`config.mk`:
```
export PLATFORM = sky130hd
export DESIGN_NAME = nocif_dram_wr_rsp_tracker_flat
export DESIGN_NICKNAME = d
export VERILOG_FILES = /design/src/rtl/nocif_dram_wr_rsp_tracker_if.sv /design/src/rtl/nocif_dram_wr_rsp_tracker.sv /design/src/flat_wrapper.sv
export SDC_FILE = /design/constraint.sdc
export NUM_CORES = 1
export LEC_CHECK = 0
export CORE_MARGIN = 2
export CORE_UTILIZATION = 35
export CTS_CLUSTER_DIAMETER = 200
export CTS_CLUSTER_SIZE = 20
export DETAILED_ROUTE_END_ITERATION = 7
export DONT_BUFFER_PORTS = 1
export SYNTH_ARGS = -nofsm -noshare
export SYNTH_HDL_FRONTEND = slang
export SYNTH_SLANG_ARGS = --single-unit
```
`constraint.sdc`:
```
create_clock -name nvdla_core_clk -period 10.75 [get_ports nvdla_core_clk]
set_input_delay 0 -clock nvdla_core_clk [delete_from_list [all_inputs] [get_ports nvdla_core_clk]]
set_output_delay 0 -clock nvdla_core_clk [all_outputs]
set_load 0.01 [all_outputs]
```
`src/rtl/nocif_dram_wr_rsp_tracker_if.sv`:
```
// Write-response tracker bus bundle: completion-queue push from the ingress
// arbiter and the AXI B channel from the NOC.
interface nocif_dram_wr_rsp_tracker_if #(
  parameter int CID_W = 4,
  parameter int BID_W = 8
);
  logic             cq_wr_pvld;
  logic             cq_wr_prdy;
  logic [CID_W-1:0] cq_wr_thread_id;
  logic [2:0]       cq_wr_pd;
  logic             noc2mcif_axi_b_bvalid;
  logic             noc2mcif_axi_b_bready;
  logic [BID_W-1:0] noc2mcif_axi_b_bid;

  modport master (
    output cq_wr_pvld, cq_wr_thread_id, cq_wr_pd,
    output noc2mcif_axi_b_bvalid, noc2mcif_axi_b_bid,
    input  cq_wr_prdy, noc2mcif_axi_b_bready
  );

  modport slave (
    input  cq_wr_pvld, cq_wr_thread_id, cq_wr_pd,
    input  noc2mcif_axi_b_bvalid, noc2mcif_axi_b_bid,
    output cq_wr_prdy, noc2mcif_axi_b_bready
  );
endinterface

```
`src/rtl/nocif_dram_wr_rsp_tracker.sv`:
```
// Per-client write completion queues with outstanding-beat credit limiting;
// AXI B responses pop the matching client queue and raise completion pulses.
module nocif_dram_wr_rsp_tracker #(
  parameter int NUM_CLIENTS = 5,
  parameter int CQ_DEPTH    = 8,
  parameter int CID_W       = 4,
  parameter int BID_W       = 8,
  parameter int OS_W        = 9
) (
  input  logic                   nvdla_core_clk,
  input  logic                   nvdla_core_rstn,
  input  logic [7:0]             reg2dp_wr_os_cnt,
  nocif_dram_wr_rsp_tracker_if.slave bus,
  output logic [NUM_CLIENTS-1:0] mcif2client_wr_rsp_complete,
  output logic [OS_W-1:0]        os_cnt_cur,
  output logic                   err_unexp_bid
);

  localparam int PTR_W = $clog2(CQ_DEPTH);
  localparam logic [CID_W:0] NC = (CID_W+1)'(NUM_CLIENTS);

  logic [2:0]             r_mem    [NUM_CLIENTS][CQ_DEPTH];
  logic [PTR_W:0]         r_wr_ptr [NUM_CLIENTS];
  logic [PTR_W:0]         r_rd_ptr [NUM_CLIENTS];
  logic [NUM_CLIENTS-1:0] r_complete;
  logic [OS_W-1:0]        r_os_cnt;
  logic                   r_err;

  logic [NUM_CLIENTS-1:0] w_full;
  logic [NUM_CLIENTS-1:0] w_empty;
  logic [CID_W-1:0]       w_b_cid;
  logic                   w_push_in_range;
  logic                   w_tgt_full;
  logic                   w_b_empty;
  logic [2:0]             w_head;
  logic [OS_W-1:0]        w_push_beats;
  logic [OS_W-1:0]        w_pop_beats;
  logic [OS_W-1:0]        w_os_sum;
  logic [OS_W-1:0]        w_os_lim;
  logic [OS_W-1:0]        w_os_next;
  logic                   w_prdy;
  logic                   w_push;
  logic                   w_pop;
  logic                   w_unexp;

  assign w_b_cid         = bus.noc2mcif_axi_b_bid[CID_W-1:0];
  assign w_push_in_range = {1'b0, bus.cq_wr_thread_id} < NC;

  // Out-of-range client ids match no queue, so they read as full/empty here.
  always_comb begin
    w_full     = '0;
    w_empty    = '0;
    w_tgt_full = 1'b1;
    w_b_empty  = 1'b1;
    w_head     = '0;
    for (int i = 0; i < NUM_CLIENTS; i++) begin
      w_empty[i] = (r_wr_ptr[i] == r_rd_ptr[i]);
      w_full[i]  = (r_wr_ptr[i][PTR_W] != r_rd_ptr[i][PTR_W]) &&
                   (r_wr_ptr[i][PTR_W-1:0] == r_rd_ptr[i][PTR_W-1:0]);
      if (bus.cq_wr_thread_id == CID_W'(i)) w_tgt_full = w_full[i];
      if (w_b_cid == CID_W'(i)) begin
        w_b_empty = w_empty[i];
        w_head    = r_mem[i][r_rd_ptr[i][PTR_W-1:0]];
      end
    end
  end

  assign w_push_beats = OS_W'(bus.cq_wr_pd[1:0]) + OS_W'(1);
  assign w_pop_beats  = OS_W'(w_head[1:0]) + OS_W'(1);
  assign w_os_sum     = r_os_cnt + w_push_beats;
  assign w_os_lim     = OS_W'(reg2dp_wr_os_cnt) + OS_W'(1);

  assign w_prdy  = w_push_in_range && !w_tgt_full && (w_os_sum <= w_os_lim);
  assign w_push  = bus.cq_wr_pvld && w_prdy;
  assign w_pop   = bus.noc2mcif_axi_b_bvalid && !w_b_empty;
  assign w_unexp = bus.noc2mcif_axi_b_bvalid && w_b_empty;

  assign w_os_next = r_os_cnt + (w_push ? w_push_beats : OS_W'(0))
                              - (w_pop  ? w_pop_beats  : OS_W'(0));

  always_ff @(posedge nvdla_core_clk or negedge nvdla_core_rstn) begin
    if (!nvdla_core_rstn) begin
      for (int i = 0; i < NUM_CLIENTS; i++) begin
        r_wr_ptr[i] <= '0;
        r_rd_ptr[i] <= '0;
      end
      r_complete <= '0;
      r_os_cnt   <= '0;
      r_err      <= 1'b0;
    end else begin
      for (int i = 0; i < NUM_CLIENTS; i++) begin
        if (w_push && bus.cq_wr_thread_id == CID_W'(i)) r_wr_ptr[i] <= r_wr_ptr[i] + 1'b1;
        if (w_pop && w_b_cid == CID_W'(i))              r_rd_ptr[i] <= r_rd_ptr[i] + 1'b1;
        r_complete[i] <= w_pop && (w_b_cid == CID_W'(i)) && w_head[2];
      end
      r_os_cnt <= w_os_next;
      if (w_unexp) r_err <= 1'b1;
    end
  end

  // Queue storage needs no reset; the pointers define what is valid.
  always_ff @(posedge nvdla_core_clk) begin
    for (int i = 0; i < NUM_CLIENTS; i++) begin
      if (w_push && bus.cq_wr_thread_id == CID_W'(i))
        r_mem[i][r_wr_ptr[i][PTR_W-1:0]] <= bus.cq_wr_pd;
    end
  end

  assign bus.cq_wr_prdy            = w_prdy;
  assign bus.noc2mcif_axi_b_bready = 1'b1;
  assign mcif2client_wr_rsp_complete = r_complete;
  assign os_cnt_cur                = r_os_cnt;
  assign err_unexp_bid             = r_err;

endmodule

```
`src/flat_wrapper.sv`:
```
// flat-port wrapper written by rule: the top's interface ports become plain ports
module nocif_dram_wr_rsp_tracker_flat 
#(
  parameter int NUM_CLIENTS = 5,
  parameter int CQ_DEPTH    = 8,
  parameter int CID_W       = 4,
  parameter int BID_W       = 8,
  parameter int OS_W        = 9
)
  (nvdla_core_clk, nvdla_core_rstn, reg2dp_wr_os_cnt, mcif2client_wr_rsp_complete, os_cnt_cur, err_unexp_bid, bus_cq_wr_pvld, bus_cq_wr_thread_id, bus_cq_wr_pd, bus_noc2mcif_axi_b_bvalid, bus_noc2mcif_axi_b_bid, bus_cq_wr_prdy, bus_noc2mcif_axi_b_bready);
  nocif_dram_wr_rsp_tracker_if #(.CID_W(CID_W), .BID_W(BID_W)) bus_i ();
  input  logic nvdla_core_clk;
  input  logic nvdla_core_rstn;
  input  logic [7:0] reg2dp_wr_os_cnt;
  output logic [NUM_CLIENTS-1:0] mcif2client_wr_rsp_complete;
  output logic [OS_W-1:0] os_cnt_cur;
  output logic err_unexp_bid;
  input wire logic [$bits(bus_i.cq_wr_pvld)-1:0] bus_cq_wr_pvld;
  input wire logic [$bits(bus_i.cq_wr_thread_id)-1:0] bus_cq_wr_thread_id;
  input wire logic [$bits(bus_i.cq_wr_pd)-1:0] bus_cq_wr_pd;
  input wire logic [$bits(bus_i.noc2mcif_axi_b_bvalid)-1:0] bus_noc2mcif_axi_b_bvalid;
  input wire logic [$bits(bus_i.noc2mcif_axi_b_bid)-1:0] bus_noc2mcif_axi_b_bid;
  output wire logic [$bits(bus_i.cq_wr_prdy)-1:0] bus_cq_wr_prdy;
  output wire logic [$bits(bus_i.noc2mcif_axi_b_bready)-1:0] bus_noc2mcif_axi_b_bready;
  assign bus_i.cq_wr_pvld = bus_cq_wr_pvld;
  assign bus_i.cq_wr_thread_id = bus_cq_wr_thread_id;
  assign bus_i.cq_wr_pd = bus_cq_wr_pd;
  assign bus_i.noc2mcif_axi_b_bvalid = bus_noc2mcif_axi_b_bvalid;
  assign bus_i.noc2mcif_axi_b_bid = bus_noc2mcif_axi_b_bid;
  assign bus_cq_wr_prdy = bus_i.cq_wr_prdy;
  assign bus_noc2mcif_axi_b_bready = bus_i.noc2mcif_axi_b_bready;
  nocif_dram_wr_rsp_tracker #(.NUM_CLIENTS(NUM_CLIENTS), .CQ_DEPTH(CQ_DEPTH), .CID_W(CID_W), .BID_W(BID_W), .OS_W(OS_W)) u_core (.nvdla_core_clk(nvdla_core_clk), .nvdla_core_rstn(nvdla_core_rstn), .reg2dp_wr_os_cnt(reg2dp_wr_os_cnt), .bus(bus_i), .mcif2client_wr_rsp_complete(mcif2client_wr_rsp_complete), .os_cnt_cur(os_cnt_cur), .err_unexp_bid(err_unexp_bid));
endmodule
```
==> metrics.yaml <==
vias: 5086
hold_violations: 0
grt_pass1_wl_mm: 29.2
clock_sinks: 175
antenna_found_initial: 1
hold_path_class: "input pin to flip-flop"
yosysSeqAreaShare_pct: 56.8
drive_above_1_share_pct: 14.7
initial_core_util_pct: 35.8
cts_tree: "yes"
power_switching_share_pct: 29.1
cp_data_required_time_ps: 11060
internal-power_mw: 1.40
ys.flop_type: "edfxtp_1"
arrival_ps: 5430
crit_path_start_kind: "flip-flop"
routed_wirelength_mm: 18.6
synthTopCellsByCount: "edfxtp_1 (120), dfrtp_1 (55), xnor2_1 (43)"
die-area_sq_mm: 0.0263
grt_remaining_overflow: 0
first_global_vias: 5137
synth_compound_area_share_pct: 3.00
die_height_um: 162
synth_most_common_cell: "edfxtp_1"
synth-simple-area-share_pct: 12.7
cts_setup_buffers: 0
gp_congestion: 0.815
die_w_um: 162
crit_chain: "ha_1 > fa_1 > a21oi_1 > nor2_1 > nand2_1 > xnor2_1 > ha_1 > a21o_1 > a211oi_1 > o211a_1 > o21a_1 > nand3_1 > nor2_1 > nand2_1 > fa_1 > inv_1 > fa_1 > a21o_1 > a21oi_1 > nor2b_1 > o21ai_0 > a21oi_1 > xnor2_1"
setup_viol: 0
place_hpwl_mm: 12.6
muxShareOfSynthArea_pct: 10.6
tns_ps: 0
dr.pass1.iters: 5
synth_top_area_cell: "edfxtp_1"
max_cap_viol_count: 0
clock_latency_ps: 420
synth_cell_types: 63
synth.avg_cell_area_sq_um: 14.0
clock_skew_ps: 8.47
area_growth_pct: 12.7
post-route-period-util_pct: 47.6
path_class: "flip-flop to flip-flop"
clk_pin_slew_ps: 60
p_switching_uw: 573
drc_errors: 0
layout_min_cycle_time_ps: 5120
status: "finished, final reports clean"
cts_buffer_depth: 2
synth_nets: 693
design_area_sq_mm: 0.00988
max_slew.worst_pin.slew_ps: 765
ir_drop_mv: 0.102
power_frac_comb_pct: 23.8
crit_fanout: 3
report.final.slew_viol_count: 0
placed_area_sq_mm: 0.00899
ant_nets: 0
worstReg2RegStart: "u_core.os_cnt_cur[0]"
crit_path_max_incr_delay_ps: 480
vias_per_cell: 5.24
critPathSlowestCell: "fa_1"
pwr-share-seq_pct: 43.5
h-tree-depth: 4
path_buf_inv: 1
fill_cells: 2209
core_area_sq_mm: 0.0245
grt_usage_pct: 14.7
synth_top_area_share_pct: 41.1
io_pins: 44
hp-start: "bus_noc2mcif_axi_b_bid[1]"
cts_buffers: 17
crit_path_end_kind: "flip-flop"
ys_ff_latch: 175
std_cell_rows: 57
slew_headroom_pct: 48.5
synth.area.top_cells: "edfxtp_1 (41%), dfrtp_1 (16%), mux4_2 (7.2%), ha_1 (5.4%), xnor2_1 (4.3%)"
yosys_warnings: 0
dr.first_iter.drc_count: 397
port_buffers: 0
drt-wirelength-per-cell_um: 19.1
crit_path_start: "u_core.os_cnt_cur[0]"
synth_top_family_by_area: "simple AND/OR/NAND/NOR gates"
powerDensity_mw_per_mm2: 199
synth_edf_count: 120
critical-path-top-delay-family: "adder cells"
leakagePower_nw: 3.67
synthArstFlopShare_pct: 31.4
synth_area_sq_mm: 0.00876
yosys.area_share.adder_pct: 6.34
syn_inst: 624
max_freq_mhz: 195
num-nets-final: 701
root_buffer: "clkbuf_16"
synthXorXnorAreaFrac_pct: 7.10
power_frac_clock_pct: 32.7
grt_max_degree: 56
grt_setup_unrepaired: "no"
[cell type report]
cell class	count	area, sq um	share of cell area (%)
clock inverters	10	160	1.62
repair buffers	23	275	2.79
diodes	1	2.50	0.0253
clock buffers	22	454	4.60
multi-input cells	386	3490	35.3
well taps	324	405	4.10
flip-flops and latches	175	4980	50.4
inverters	29	109	1.10
[cell families after synthesis]
group | after synthesis
simple gates | 181
flops | 175
xor+xnor | 71
buf+inv | 63
mux | 53
fa+ha+maj | 42
compound gates | 38
other cells | 1
[flip-flops by register name, indices dropped and copies added (netlist names)]
signal	flops
u_core.r_mem	120
u_core.r_rd_ptr	20
u_core.r_wr_ptr	20
u_core.os_cnt_cur	9
u_core.mcif2client_wr_rsp_complete	5
u_core.err_unexp_bid	1
[metrics by stage]
stage	util (%)	setup WS (ps)	hold WS [ps]	cells	power (mW)
floorplan	-	6030	-296	624	1.23
global placement	36.8	5650	-294	915	1.30
detailed placement	36.8	5630	-293	915	1.32
CTS	40.4	5580	1.40	969	1.99
global route	40.4	5200	29.1	969	2.08
finish	40.4	5630	13.7	970	1.97
[cells in the final DEF (no fill, tap or decap), drive strengths merged, types with 4 or more instances in the layout]
cell type    instances
nand4               10
fa                   4
ha                  38
or4                  6
dlygate4sd3         18
o211ai               4
nor3                24
nand2               28
a21o                 5
mux4                30
edfxtp             120
mux2                14
o21ai                5
mux2i                9
dfrtp               55
and3                10
xnor2               43
a21oi                8
nor2                31
inv                 30
nor4b                4
buf                  5
nor4                12
nor2b                5
nand2b               8
clkbuf              22
bufinv               4
xor2                28
nand3               19
[tightest hold or removal path, cell delays in order]
cell and delay (ps):
nand3_1 40, o21ai_0 170, nor2_1 80, nor2_1 100
[power groups by stage]
stage / Sequential [mW] / Clock (mW) / Combinational, mW
2_1_floorplan: 0.813 / 0 / 0.414
3_3_place_gp: 0.871 / 0 / 0.428
3_5_place_dp: 0.873 / 0 / 0.446
4_1_cts: 0.859 / 0.656 / 0.472
5_1_grt: 0.869 / 0.686 / 0.528
6_report: 0.857 / 0.643 / 0.468
[path summary, 6_finish.rpt]
check,endpoint,slack [ps],cells after the start
setup / recovery,u_core.os_cnt_cur[8],5630,23
setup reg to reg,u_core.os_cnt_cur[8],5630,23
min in group asynchronous,u_core.os_cnt_cur[8],100,2
hold reg to reg,u_core.r_wr_ptr[19],490,1
hold / removal,u_core.mcif2client_wr_rsp_complete[1],10,4
max in group asynchronous,u_core.r_wr_ptr[19],10360,2
[layer usage]
| metal | up-vias | track usage (%) | wire [um] |
|---|---|---|---|
| li1 | 2333 | - | - |
| met1 | 2572 | 20.6 | 8180 |
| met2 | 169 | 22.3 | 8500 |
| met3 | 12 | 5.01 | 1680 |
| met4 | 0 | 3.22 | 198 |
| met5 | - | 0 | 0 |
[repair_timing]
| action | in CTS | in global routing |
|---|---|---|
| hold buffers | 22 | 0 |
| gates resized for setup | 0 | 0 |
| hold endpoints to repair | 209 | 0 |
Note: power is estimated with default switching activity, not from simulation.
